$ cat config.mk
export PLATFORM = sky130hd
export DESIGN_NAME = uart_core_fifo
export DESIGN_NICKNAME = d
export VERILOG_FILES = /design/src/rtl/uart_core_fifo.sv
export SDC_FILE = /design/constraint.sdc
export NUM_CORES = 1
export LEC_CHECK = 0
export BUFFER_PORTS_ARGS = -buffer_cell sky130_fd_sc_hd__buf_2
export CAP_MARGIN = 20
export CORE_MARGIN = 1
export CORE_UTILIZATION = 45
export CTS_CLUSTER_SIZE = 20
export DETAILED_ROUTE_END_ITERATION = 6
export SETUP_SLACK_MARGIN = 0.05
export SYNTH_ARGS = -nofsm -noshare
export SYNTH_HDL_FRONTEND = slang
export SYNTH_SLANG_ARGS = --single-unit
export TNS_END_PERCENT = 20
$ cat constraint.sdc
create_clock -name clk -period 4.7 [get_ports clk]
set_input_delay 0.94 -clock clk [delete_from_list [all_inputs] [get_ports clk]]
set_output_delay 0.94 -clock clk [all_outputs]
set_load 0.02 [all_outputs]
$ cat src/rtl/uart_core_fifo.sv
// UART core with TX and RX FIFOs behind a cs/addr/wdata/we/rdata register port.
// Configurable data width, parity (off/even/odd), 1 or 2 stop bits, runtime
// baud divisor, sticky error flags and a level interrupt.
//
// Ports:
//   clk    - single clock, all logic on posedge
//   rst_n  - synchronous active-low reset
//   cs     - register access strobe
//   addr   - byte address (0x00 DATA, 0x04 STATUS, 0x08 CTRL, 0x0C BAUD_DIV)
//   wdata  - write data
//   we     - 1 = write, 0 = read (qualified by cs)
//   rdata  - registered read data, holds until the next read
//   tx     - serial output, idle high
//   rx     - asynchronous serial input
//   irq    - registered level interrupt
module uart_core_fifo #(
  parameter int unsigned DATA_W      = 8,
  parameter int unsigned FIFO_DEPTH  = 16,
  parameter int unsigned DEFAULT_DIV = 867
) (
  input  logic        clk,
  input  logic        rst_n,
  input  logic        cs,
  input  logic [7:0]  addr,
  input  logic [31:0] wdata,
  input  logic        we,
  output logic [31:0] rdata,
  output logic        tx,
  input  logic        rx,
  output logic        irq
);

  localparam int unsigned PtrW = $clog2(FIFO_DEPTH);
  localparam int unsigned CntW = PtrW + 1;
  localparam int unsigned BitW = $clog2(DATA_W);
  localparam logic [CntW-1:0] FullCnt = CntW'(FIFO_DEPTH);
  localparam logic [BitW-1:0] LastBit = BitW'(DATA_W - 1);

  typedef enum logic [2:0] {StIdle, StStart, StData, StParity, StStop} state_e;

  // Bus decode
  logic rd_any, wr_data, rd_data, wr_status, wr_ctrl, wr_baud;
  assign rd_any    = cs && !we;
  assign rd_data   = rd_any && (addr == 8'h00);
  assign wr_data   = cs && we && (addr == 8'h00);
  assign wr_status = cs && we && (addr == 8'h04);
  assign wr_ctrl   = cs && we && (addr == 8'h08);
  assign wr_baud   = cs && we && (addr == 8'h0C);

  logic unused_wdata;
  assign unused_wdata = ^wdata[31:16];

  // Control and status registers
  logic [5:0]  ctrl_q;
  logic [15:0] baud_q;
  logic        ov_q, pe_q, fe_q;
  logic [31:0] rdata_q, rdata_d;
  logic        irq_q, irq_d;
  logic        set_ov, set_pe, set_fe;

  // TX FIFO
  logic [DATA_W-1:0] txf_mem_q [FIFO_DEPTH];
  logic [PtrW-1:0]   txf_wptr_q, txf_rptr_q;
  logic [CntW-1:0]   txf_cnt_q, txf_cnt_d;
  logic              txf_full, txf_empty, txf_push, txf_pop;
  logic [DATA_W-1:0] txf_head;

  assign txf_full  = (txf_cnt_q == FullCnt);
  assign txf_empty = (txf_cnt_q == '0);
  assign txf_head  = txf_mem_q[txf_rptr_q];
  // A push into a full FIFO is accepted only when a pop frees a slot the same cycle.
  assign txf_push  = wr_data && (!txf_full || txf_pop);

  // RX FIFO
  logic [DATA_W-1:0] rxf_mem_q [FIFO_DEPTH];
  logic [PtrW-1:0]   rxf_wptr_q, rxf_rptr_q;
  logic [CntW-1:0]   rxf_cnt_q, rxf_cnt_d;
  logic              rxf_full, rxf_empty, rxf_push, rxf_pop, rx_word_valid;
  logic [DATA_W-1:0] rx_word;

  assign rxf_full  = (rxf_cnt_q == FullCnt);
  assign rxf_empty = (rxf_cnt_q == '0);
  assign rxf_pop   = rd_data && !rxf_empty;
  assign rxf_push  = rx_word_valid && (!rxf_full || rxf_pop);
  assign set_ov    = rx_word_valid && rxf_full && !rxf_pop;

  always_comb begin
    txf_cnt_d = txf_cnt_q;
    if (txf_push && !txf_pop) txf_cnt_d = txf_cnt_q + 1'b1;
    else if (!txf_push && txf_pop) txf_cnt_d = txf_cnt_q - 1'b1;
    rxf_cnt_d = rxf_cnt_q;
    if (rxf_push && !rxf_pop) rxf_cnt_d = rxf_cnt_q + 1'b1;
    else if (!rxf_push && rxf_pop) rxf_cnt_d = rxf_cnt_q - 1'b1;
  end

  always_ff @(posedge clk) begin
    if (txf_push) txf_mem_q[txf_wptr_q] <= wdata[DATA_W-1:0];
    if (rxf_push) rxf_mem_q[rxf_wptr_q] <= rx_word;
  end

  always_ff @(posedge clk) begin
    if (!rst_n) begin
      txf_wptr_q <= '0;
      txf_rptr_q <= '0;
      txf_cnt_q  <= '0;
      rxf_wptr_q <= '0;
      rxf_rptr_q <= '0;
      rxf_cnt_q  <= '0;
    end else begin
      if (txf_push) txf_wptr_q <= txf_wptr_q + 1'b1;
      if (txf_pop)  txf_rptr_q <= txf_rptr_q + 1'b1;
      if (rxf_push) rxf_wptr_q <= rxf_wptr_q + 1'b1;
      if (rxf_pop)  rxf_rptr_q <= rxf_rptr_q + 1'b1;
      txf_cnt_q <= txf_cnt_d;
      rxf_cnt_q <= rxf_cnt_d;
    end
  end

  // TX FSM. Frame settings and divisor are captured at frame start.
  state_e            tx_state_q, tx_state_d;
  logic [15:0]       tx_cnt_q, tx_cnt_d, tx_div_q, tx_div_d;
  logic [DATA_W-1:0] tx_shift_q, tx_shift_d;
  logic [BitW-1:0]   tx_bit_q, tx_bit_d;
  logic              tx_par_q, tx_par_d, tx_paren_q, tx_paren_d, tx_two_q, tx_two_d;
  logic              tx_q, tx_d, tx_start, tx_tick, tx_busy;

  assign tx_tick = (tx_cnt_q == '0);
  assign tx_busy = (tx_state_q != StIdle);

  always_comb begin
    tx_state_d = tx_state_q;
    tx_cnt_d   = tx_tick ? tx_div_q : tx_cnt_q - 16'd1;
    tx_div_d   = tx_div_q;
    tx_shift_d = tx_shift_q;
    tx_bit_d   = tx_bit_q;
    tx_par_d   = tx_par_q;
    tx_paren_d = tx_paren_q;
    tx_two_d   = tx_two_q;
    tx_start   = 1'b0;
    unique case (tx_state_q)
      StIdle: begin
        tx_cnt_d = tx_cnt_q;
        tx_start = ctrl_q[0] && !txf_empty;
      end
      StStart: if (tx_tick) begin
        tx_state_d = StData;
        tx_bit_d   = '0;
      end
      StData: if (tx_tick) begin
        tx_shift_d = tx_shift_q >> 1;
        if (tx_bit_q == LastBit) begin
          tx_state_d = tx_paren_q ? StParity : StStop;
          tx_bit_d   = '0;
        end else begin
          tx_bit_d = tx_bit_q + 1'b1;
        end
      end
      StParity: if (tx_tick) tx_state_d = StStop;
      StStop: if (tx_tick) begin
        if (tx_two_q && (tx_bit_q == '0)) tx_bit_d = BitW'(1);
        else if (ctrl_q[0] && !txf_empty) tx_start = 1'b1;
        else tx_state_d = StIdle;
      end
      default: tx_state_d = StIdle;
    endcase
    if (tx_start) begin
      tx_state_d = StStart;
      tx_cnt_d   = baud_q;
      tx_div_d   = baud_q;
      tx_shift_d = txf_head;
      tx_par_d   = (^txf_head) ^ ctrl_q[3];
      tx_paren_d = ctrl_q[2];
      tx_two_d   = ctrl_q[4];
      tx_bit_d   = '0;
    end
    // tx is registered from the next-state view so it never glitches.
    unique case (tx_state_d)
      StStart:  tx_d = 1'b0;
      StData:   tx_d = tx_shift_d[0];
      StParity: tx_d = tx_par_d;
      default:  tx_d = 1'b1;
    endcase
  end

  assign txf_pop = tx_start;

  always_ff @(posedge clk) begin
    if (!rst_n) begin
      tx_state_q <= StIdle;
      tx_cnt_q   <= '0;
      tx_div_q   <= '0;
      tx_shift_q <= '0;
      tx_bit_q   <= '0;
      tx_par_q   <= 1'b0;
      tx_paren_q <= 1'b0;
      tx_two_q   <= 1'b0;
      tx_q       <= 1'b1;
    end else begin
      tx_state_q <= tx_state_d;
      tx_cnt_q   <= tx_cnt_d;
      tx_div_q   <= tx_div_d;
      tx_shift_q <= tx_shift_d;
      tx_bit_q   <= tx_bit_d;
      tx_par_q   <= tx_par_d;
      tx_paren_q <= tx_paren_d;
      tx_two_q   <= tx_two_d;
      tx_q       <= tx_d;
    end
  end

  // RX path: two-flop synchroniser plus one history flop for edge detection.
  logic              rx_s1_q, rx_s2_q, rx_s3_q, rx_fall;
  state_e            rx_state_q, rx_state_d;
  logic [15:0]       rx_cnt_q, rx_cnt_d, rx_div_q, rx_div_d;
  logic [DATA_W-1:0] rx_shift_q, rx_shift_d;
  logic [BitW-1:0]   rx_bit_q, rx_bit_d;
  logic              rx_paren_q, rx_paren_d, rx_parodd_q, rx_parodd_d;
  logic              rx_perr_q, rx_perr_d, rx_tick;

  assign rx_fall = rx_s3_q && !rx_s2_q;
  assign rx_tick = (rx_cnt_q == '0);
  assign rx_word = rx_shift_q;

  always_comb begin
    rx_state_d    = rx_state_q;
    rx_cnt_d      = rx_tick ? rx_div_q : rx_cnt_q - 16'd1;
    rx_div_d      = rx_div_q;
    rx_shift_d    = rx_shift_q;
    rx_bit_d      = rx_bit_q;
    rx_paren_d    = rx_paren_q;
    rx_parodd_d   = rx_parodd_q;
    rx_perr_d     = rx_perr_q;
    rx_word_valid = 1'b0;
    set_pe        = 1'b0;
    set_fe        = 1'b0;
    unique case (rx_state_q)
      StIdle: begin
        rx_cnt_d = rx_cnt_q;
        if (ctrl_q[1] && rx_fall) begin
          rx_state_d  = StStart;
          rx_div_d    = baud_q;
          rx_cnt_d    = baud_q >> 1;  // first sample lands mid start bit
          rx_paren_d  = ctrl_q[2];
          rx_parodd_d = ctrl_q[3];
          rx_perr_d   = 1'b0;
        end
      end
      StStart: if (rx_tick) begin
        rx_state_d = rx_s2_q ? StIdle : StData;
        rx_bit_d   = '0;
      end
      StData: if (rx_tick) begin
        rx_shift_d = {rx_s2_q, rx_shift_q[DATA_W-1:1]};
        if (rx_bit_q == LastBit) rx_state_d = rx_paren_q ? StParity : StStop;
        else rx_bit_d = rx_bit_q + 1'b1;
      end
      StParity: if (rx_tick) begin
        rx_perr_d  = ((^rx_shift_q) ^ rx_parodd_q) != rx_s2_q;
        rx_state_d = StStop;
      end
      StStop: if (rx_tick) begin
        // Only the first stop bit is checked; IDLE then waits for the next edge.
        rx_state_d = StIdle;
        if (!rx_s2_q) begin
          set_fe = 1'b1;
        end else begin
          rx_word_valid = 1'b1;
          set_pe        = rx_perr_q;
        end
      end
      default: rx_state_d = StIdle;
    endcase
  end

  always_ff @(posedge clk) begin
    if (!rst_n) begin
      rx_s1_q     <= 1'b1;
      rx_s2_q     <= 1'b1;
      rx_s3_q     <= 1'b1;
      rx_state_q  <= StIdle;
      rx_cnt_q    <= '0;
      rx_div_q    <= '0;
      rx_shift_q  <= '0;
      rx_bit_q    <= '0;
      rx_paren_q  <= 1'b0;
      rx_parodd_q <= 1'b0;
      rx_perr_q   <= 1'b0;
    end else begin
      rx_s1_q     <= rx;
      rx_s2_q     <= rx_s1_q;
      rx_s3_q     <= rx_s2_q;
      rx_state_q  <= rx_state_d;
      rx_cnt_q    <= rx_cnt_d;
      rx_div_q    <= rx_div_d;
      rx_shift_q  <= rx_shift_d;
      rx_bit_q    <= rx_bit_d;
      rx_paren_q  <= rx_paren_d;
      rx_parodd_q <= rx_parodd_d;
      rx_perr_q   <= rx_perr_d;
    end
  end

  // Register file, read mux and interrupt
  logic [31:0] status;
  assign status = {24'b0, tx_busy, fe_q, pe_q, ov_q, rxf_empty, rxf_full, txf_empty, txf_full};

  always_comb begin
    rdata_d = rdata_q;
    if (rd_any) begin
      unique case (addr)
        8'h00:   rdata_d = rxf_empty ? 32'b0 : 32'(rxf_mem_q[rxf_rptr_q]);
        8'h04:   rdata_d = status;
        8'h08:   rdata_d = {26'b0, ctrl_q};
        8'h0C:   rdata_d = {16'b0, baud_q};
        default: rdata_d = 32'b0;
      endcase
    end
    irq_d = ctrl_q[5] && (!rxf_empty || ov_q || pe_q || fe_q);
  end

  always_ff @(posedge clk) begin
    if (!rst_n) begin
      ctrl_q  <= '0;
      baud_q  <= 16'(DEFAULT_DIV);
      ov_q    <= 1'b0;
      pe_q    <= 1'b0;
      fe_q    <= 1'b0;
      rdata_q <= '0;
      irq_q   <= 1'b0;
    end else begin
      if (wr_ctrl) ctrl_q <= wdata[5:0];
      if (wr_baud) baud_q <= wdata[15:0];
      // Set wins over a same-cycle W1C clear.
      ov_q    <= (ov_q && !(wr_status && wdata[4])) || set_ov;
      pe_q    <= (pe_q && !(wr_status && wdata[5])) || set_pe;
      fe_q    <= (fe_q && !(wr_status && wdata[6])) || set_fe;
      rdata_q <= rdata_d;
      irq_q   <= irq_d;
    end
  end

  assign rdata = rdata_q;
  assign tx    = tx_q;
  assign irq   = irq_q;

endmodule

# After elaboration in Yosys (flattened, before gate mapping)
# Memories as Yosys holds them, arrays and structs flattened. A register that Yosys moved wholly into a read port is not among the register bits.
# Index checks and enable logic that the tools add are counted.
[totals]
regBits = 186
mem_bits_rw = 256
out_inout_bits = 34
wordCells = 225
memories = 2
[memory_table]
columns = ["memory", "depth", "width", "rd", "rd_clocked_by_memory_dff", "write_ports", "line_no", "rtl"]
rows = [
  ["rxf_mem_q", 16, 8, 1, 1, 1, "75", "logic [DATA_W-1:0] rxf_mem_q [FIFO_DEPTH];"],
  ["txf_mem_q", 16, 8, 1, 1, 1, "62", "logic [DATA_W-1:0] txf_mem_q [FIFO_DEPTH];"],
]
[op_classes]
n_addsub = 12
eq_ne = 31
n_mux = 69
bitwise = 3
n_reduce_logical = 74
[ops]
columns = ["cell", "n"]
rows = [
  ["$mux W16", 6],
  ["$mux W3", 23],
  ["$pmux W16 S4", 1],
  ["$logic_not A16 Y1", 2],
  ["$mux W8", 4],
  ["$sub A16 B1 Y16 const B", 2],
  ["$pmux W3 S5", 2],
  ["$logic_and A1 B1 Y1", 27],
  ["$ne A2 B2 Y1 const B", 12],
  ["$mux W5", 4],
  ["$mux W1", 19],
  ["$eq A3 B2 Y1 const B", 6],
  ["$add A4 B1 Y4 const B", 4],
  ["$eq A8 B4 Y1 const B", 2],
  ["$mux W4", 4],
  ["$reduce_xor A8 Y1", 2],
  ["$logic_not A1 Y1", 13],
  ["$eq A3 B3 Y1 const B", 4],
  ["$reduce_bool A2 Y1", 6],
  ["$add A5 B1 Y5 const B", 2],
  ["$eq A5 B5 Y1 const B", 2],
  ["$logic_not A5 Y1", 2],
  ["$sub A5 B1 Y5 const B", 2],
  ["$eq A3 B1 Y1 const B", 3],
  ["other kinds (20)", 35],
]

# Logic depth before layout (Yosys ltp)
[depth]
depth_word = 13
ltp_mapped = 16
mapped_depth_nobuf = 14

# Least setup slack after synthesis
# Ideal clock, no wire load.
[synth_timing]
path_type = "input-to-reg"
startpoint = "input addr[5]"
endpoint = "register rxf_cnt_q[4]"
setup_ns = 0.076
arrival_ns = 3.868
required_ns = 4.624
setup_slack_ns = 0.756
cell_stages = 13
path_buffers = 1
path_cell_list = "nor4_1 o2111ai_2 nor2_1 o2111a_1 buf_6 ha_1 inv_1 fa_1 a21o_1 a21oi_1 xnor2_1 or3_1 a21boi_0"
[synth_between]
elab_chain_len = 8
word_cells_on_any_way = 11
cone_classes = "1 x mux; 10 x reduce/logical"
[synth_rtl]
columns = ["element", "line_no", "rtl"]
rows = [
  ["from (decl)", "24", "input logic [7:0] addr,"],
  ["$logic_not A8 Y1 (*)", "44", "assign rd_data = rd_any && (addr == 8'h00);"],
  ["$logic_and A1 B1 Y1 (*)", "44", ""],
  ["$logic_and A1 B1 Y1 (*)", "83", "assign rxf_pop = rd_data && !rxf_empty;"],
  ["$logic_or A1 B1 Y1 (*)", "84", "assign rxf_push = rx_word_valid && (!rxf_full || rxf_pop);"],
  ["$logic_and A1 B1 Y1 (*)", "84", ""],
  ["via rxf_push", "78", "logic rxf_full, rxf_empty, rxf_push, rxf_pop, rx_word_valid;"],
  ["$logic_not A1 Y1", "93", "else if (!rxf_push && rxf_pop) rxf_cnt_d = rxf_cnt_q - 1'b1;"],
  ["$logic_and A1 B1 Y1", "93", ""],
  ["$reduce_bool A2 Y1 (no line)", "-", ""],
  ["to (signal assigned)", "115", "rxf_cnt_q <= rxf_cnt_d;"],
  ["to (decl)", "77", "logic [CntW-1:0] rxf_cnt_q, rxf_cnt_d;"],
]
# The timed path passes the listed nets; every way through them passes the cells marked *.
# A chain may end at the register's enable or synchronous reset.

# Worst setup path after layout
[layout_timing]
startpoint = "register rx_cnt_q[2]"
endpoint = "register rxf_cnt_q[4]"
[layout_between]
elab_chain_len = 7
word_cells_on_any_way = 9
cone_classes = "3 x mux; 6 x reduce/logical"
[layout_rtl]
columns = ["element", "line_no", "rtl"]
rows = [
  ["from (decl)", "214", "logic [15:0] rx_cnt_q, rx_cnt_d, rx_div_q, rx_div_d;"],
  ["from (signal assigned)", "293", "rx_cnt_q <= rx_cnt_d;"],
  ["$logic_not A16 Y1 (*)", "221", "assign rx_tick = (rx_cnt_q == '0);"],
  ["$mux W1 (*)", "261", "StStop: if (rx_tick) begin"],
  ["$mux W1 (*)", "236", "unique case (rx_state_q)"],
  ["$logic_and A1 B1 Y1 (*)", "84", ""],
  ["$logic_not A1 Y1", "93", ""],
  ["$logic_and A1 B1 Y1", "93", ""],
  ["$reduce_bool A2 Y1 (no line)", "-", ""],
]
# Mark *: on every way between the ends. The rest lies on a longest branch, timed or not.

==> impl_summary.md <==
Floorplan
The top-level I/O count is 79. The starting utilization of the core area is 46.04%. The die area is 0.04193 sq mm.

The die height is 204.8 um. The floorplan step set the die width to 204.8 um. The area of the core region is 0.04019 sq mm. The number of placement rows is 73.

Worst hold path
The worst hold path passes through 2 cells. The worst hold path belongs to the class reg2reg. The startpoint of the tightest hold check path is tx_div_q[4].

The end point of the most critical hold path is tx_div_q[4].

Setup path
STA classifies the critical path endpoint as a register. The worst register-to-register path has a depth of 12. STA classifies the critical path startpoint as a register. The required time of the critical path is 5.20 ns.

Along the worst path, the maximum fanout reaches 9. The launch point of the worst reg-to-reg path is rx_cnt_q[2]. The terminus of the critical flop-to-flop path is rxf_cnt_q[4]. The data arrival time of the critical path is 4.40 ns. The critical path in this run is classified as reg2reg. The worst reg-to-reg setup slack is 0.80 ns.

Route
The total wire length after detailed routing is 41140 um. The number of design rule violations left after detail routing is 0. Across all layers, the routed design uses 11361 vias. The post-detailed-route via-to-cell ratio is 5.488.

After detailed routing, the average wire length per cell comes to 19.87 um. The count of nets left with antenna violations after detail routing is 0. After the first detailed-routing iteration, the DRC count stood at 779. The total iterations of the first detailed-routing run is 7.

CTS
The maximum level of the CTS H-tree is 2. The number of buffers on the longest clock path is 3. In this run, post-CTS hold repair placed 0 buffers. Post-CTS repair changed the size of 0 cells.

The number of buffers inserted during clock tree synthesis is 46. The master cell of the clock root buffer is clkbuf_16. After clock tree synthesis, the clock-pin slew on the worst setup and hold paths is 0.06 ns. At the later pin of the worst-skew pair, clock insertion delay measures 0.58 ns. The number of sinks handled by clock tree synthesis is 434.

Post-CTS timing repair inserted 0 buffers for setup. TritonCTS built the clock tree.

Timing
The shortest clock period the worst path allows after layout is 3.897 ns. The final max-slew violation count is 0. The worst relative slew slack is 38.30%.

The post-route setup TNS is 0 ns. On the final layout, the worst clock skew is 0.02778 ns. The final number of hold-violating endpoints came to 0. The measured slew at the worst slew-check pin is 0.9184 ns. Setup repair after global routing left no endpoint under its margin.

The highest achievable clock rate is 256.6 MHz. The post-route clock period utilization is 82.91%. The number of setup violations in the final report is 0.

Cells and area
The count of cells in the finished layout, fillers not included, comes to 2070. The finished cells cover 0.02083 sq mm. In the layout the commonest cells are edfxtp_1, nand2_1, dfxtp_1.

After the last flow step, the layout net total stands at 1580. The number of antenna diodes is 0. The storage element area is 0.01125 sq mm. From synthesis to final layout, the design area changed by 12.57%. Leaving out fill and tap cells, the most frequent cell in the layout is edfxtp_1. Summing all multi-input logic gate instances after layout gives 0.006724 sq mm. The fill cell total of the finished layout is 3441. The post-route netlist has 16.38% of its cells at a drive strength greater than 1.

Yosys
In this run the cell area of the synthesized design comes to 0.01850 sq mm. After synthesis the netlist holds a flip-flop and latch count of 434. The number of flops mapped to enable cells by yosys is 256. Summing the areas of all fa, ha and maj instances in the mapped netlist gives 1.974% of the synthesized area. The number of different library cells used by synthesis comes to 61. The commonest register cell after synthesis is edfxtp_1. The dominant combinational cell family by area after synthesis is simple AND/OR/NAND/NOR gates. The share of synthesized area spent on multiplexers is 11.55%.

The fraction of registers with async set or reset after synthesis is 0%. The average instance in the mapped netlist occupies 12.61 sq um. The post-synthesis share of cell area spent on and, or, nand and nor gates is 11.95%. The count of mapped cells out of synthesis is 1467. Of the total synthesized cell area, the portion taken by XOR and XNOR cells is 2.772%. Summing the areas of all compound-gate instances in the mapped netlist gives 7.742% of the synthesized area. The sequential cell area fraction in the yosys report is 60.80%.

For this run, the number of Yosys warnings is 0.

Flow run
The reported max-cap violation count is 0.

Power
The power per cell area is 376.9 mW/mm^2. The analysis attributes to cell leakage a power of 7.319 nW. The peak supply drop is 0.0002838 V.

Placement
Summing all placed instances gives a cell area of 0.01924 sq mm. Port buffering added 46 buffers. The congestion estimate from routability-driven global placement came to 0.7629. The total placed cells including tap cells is 1984. Once detailed placement completed, the half-perimeter wirelength came to 26600 um.

Run status
The run finished with clean final reports.

Global routing
The total congestion overflow after global routing is 0. The all-layer global routing usage is 20.23%. The via count of the first global-routing pass is 11283. The first global-routing pass estimated 64800 um of wire. The number of antenna violations at the first check in global routing is 0. Entering global routing, the biggest net connects 53 pins.
logic make-up after synthesis:
group | Yosys count
flip-flops | 434
XOR/XNOR | 57
buffers and inverters | 133
AO/OA/AOI/OAI | 223
adder cells (fa/ha/maj) | 28
AND/OR/NAND/NOR | 471
other | 1
multiplexers | 120
power by group:
group,leakage [nW],total [mW],internal [mW],switching (mW)
sequential,3.77,4.00,4.00,0.00168
clock,0.768,3.75,2.24,1.51
combinational,2.78,0.0992,0.0236,0.0756
total,7.32,7.85,6.26,1.59
per-layer routing:
layer  global-route usage, %  vias to the layer above  routed length, um
met5                       0                        -                  0
li1                        -                     5432                  -
met4                   7.063                        0               1262
met1                   27.92                     5601              18850
met3                   4.088                       79               2024
met2                   31.70                      249              19010
synthesized netlist by cell type, drive strengths merged (3+ instances only):
cell type	count	area, sq um
or4	5	37.54
mux2	8	90.09
mux4	74	1667
nand4	9	62.56
nor4	10	77.57
ha	26	325.3
edfxtp	256	7687
o21ai	34	170.2
and2	23	143.9
o31ai	3	22.52
o221ai	3	26.28
nor2	81	304.0
o211ai	23	172.7
xor2	15	131.4
and3	8	50.05
inv	27	101.3
a211oi	10	75.07
nand2	201	757.0
mux2i	38	380.4
a21o	5	37.54
a21boi	16	120.1
nor3	28	140.1
nand2b	15	93.84
a21oi	70	350.3
nand3	37	185.2
o211a	5	50.05
a31oi	16	100.1
buf	38	234.0
xnor2	41	359.1
dfxtp	178	3563
nand3b	4	30.03
a22oi	23	172.7
clkbuf	68	255.2
nor2b	30	187.7
or3	11	68.82
layout make-up:
type                       instances  share of cell area (%)
sequential                       434                   54.03
clock inverter                    29                   1.592
tap                              525                   3.154
multi-input combinational        915                   32.28
timing repair buffer              83                   2.439
clock buffer                      57                   6.019
inverter                          27                  0.4865
stage by stage:
step / setup WS (ns) / util (%) / power, mW / hold slack, ns
after CTS: 0.7557 / 51.83 / 7.936 / 0.4554
after floorplan: 0.7563 / - / 4.147 / 0.3863
after global routing: 0.5245 / 51.83 / 8.099 / 0.4702
after detailed placement: 0.2593 / 47.89 / 4.185 / 0.4294
after global placement: 0.2857 / 47.89 / 4.184 / 0.4403
final: 0.8030 / 51.83 / 7.851 / 0.4547
sequential cells by signal, indices dropped and copies added (netlist names), 6 cells and up, named ones only:
register    count
tx_div_q       16
rdata          16
tx_cnt_q       16
rx_shift_q      8
rxf_mem_q     128
tx_shift_q      8
rx_cnt_q       16
rx_div_q       16
txf_mem_q     128
ctrl_q          6
baud_q         16
worst max-delay path by stage:
stage | to | start | slack (ns) | cells after the start
2_1_floorplan | rxf_cnt_q[4] | addr[5] | 0.76 | 13
3_3_place_gp | rxf_cnt_q[4] | addr[5] | 0.29 | 13
3_5_place_dp | rxf_cnt_q[4] | addr[5] | 0.26 | 13
4_1_cts | rxf_cnt_q[4] | rx_cnt_q[2] | 0.76 | 12
5_1_grt | rxf_cnt_q[4] | rx_cnt_q[2] | 0.52 | 12
6_report | rxf_cnt_q[4] | rx_cnt_q[2] | 0.80 | 12
worst max-delay path: stages, from the launching register on:
cell and delay (ns):
dfxtp_1 0.35, or4_1 0.70, nor4_4 0.42, and2_1 0.23, o2111a_1 0.47, ha_1 0.26, inv_1 0.10, fa_1 0.41
a21o_1 0.17, a21oi_1 0.17, xnor2_1 0.09, or3_1 0.30, a21boi_0 0.15
Note: power is estimated with default switching activity, not from simulation.
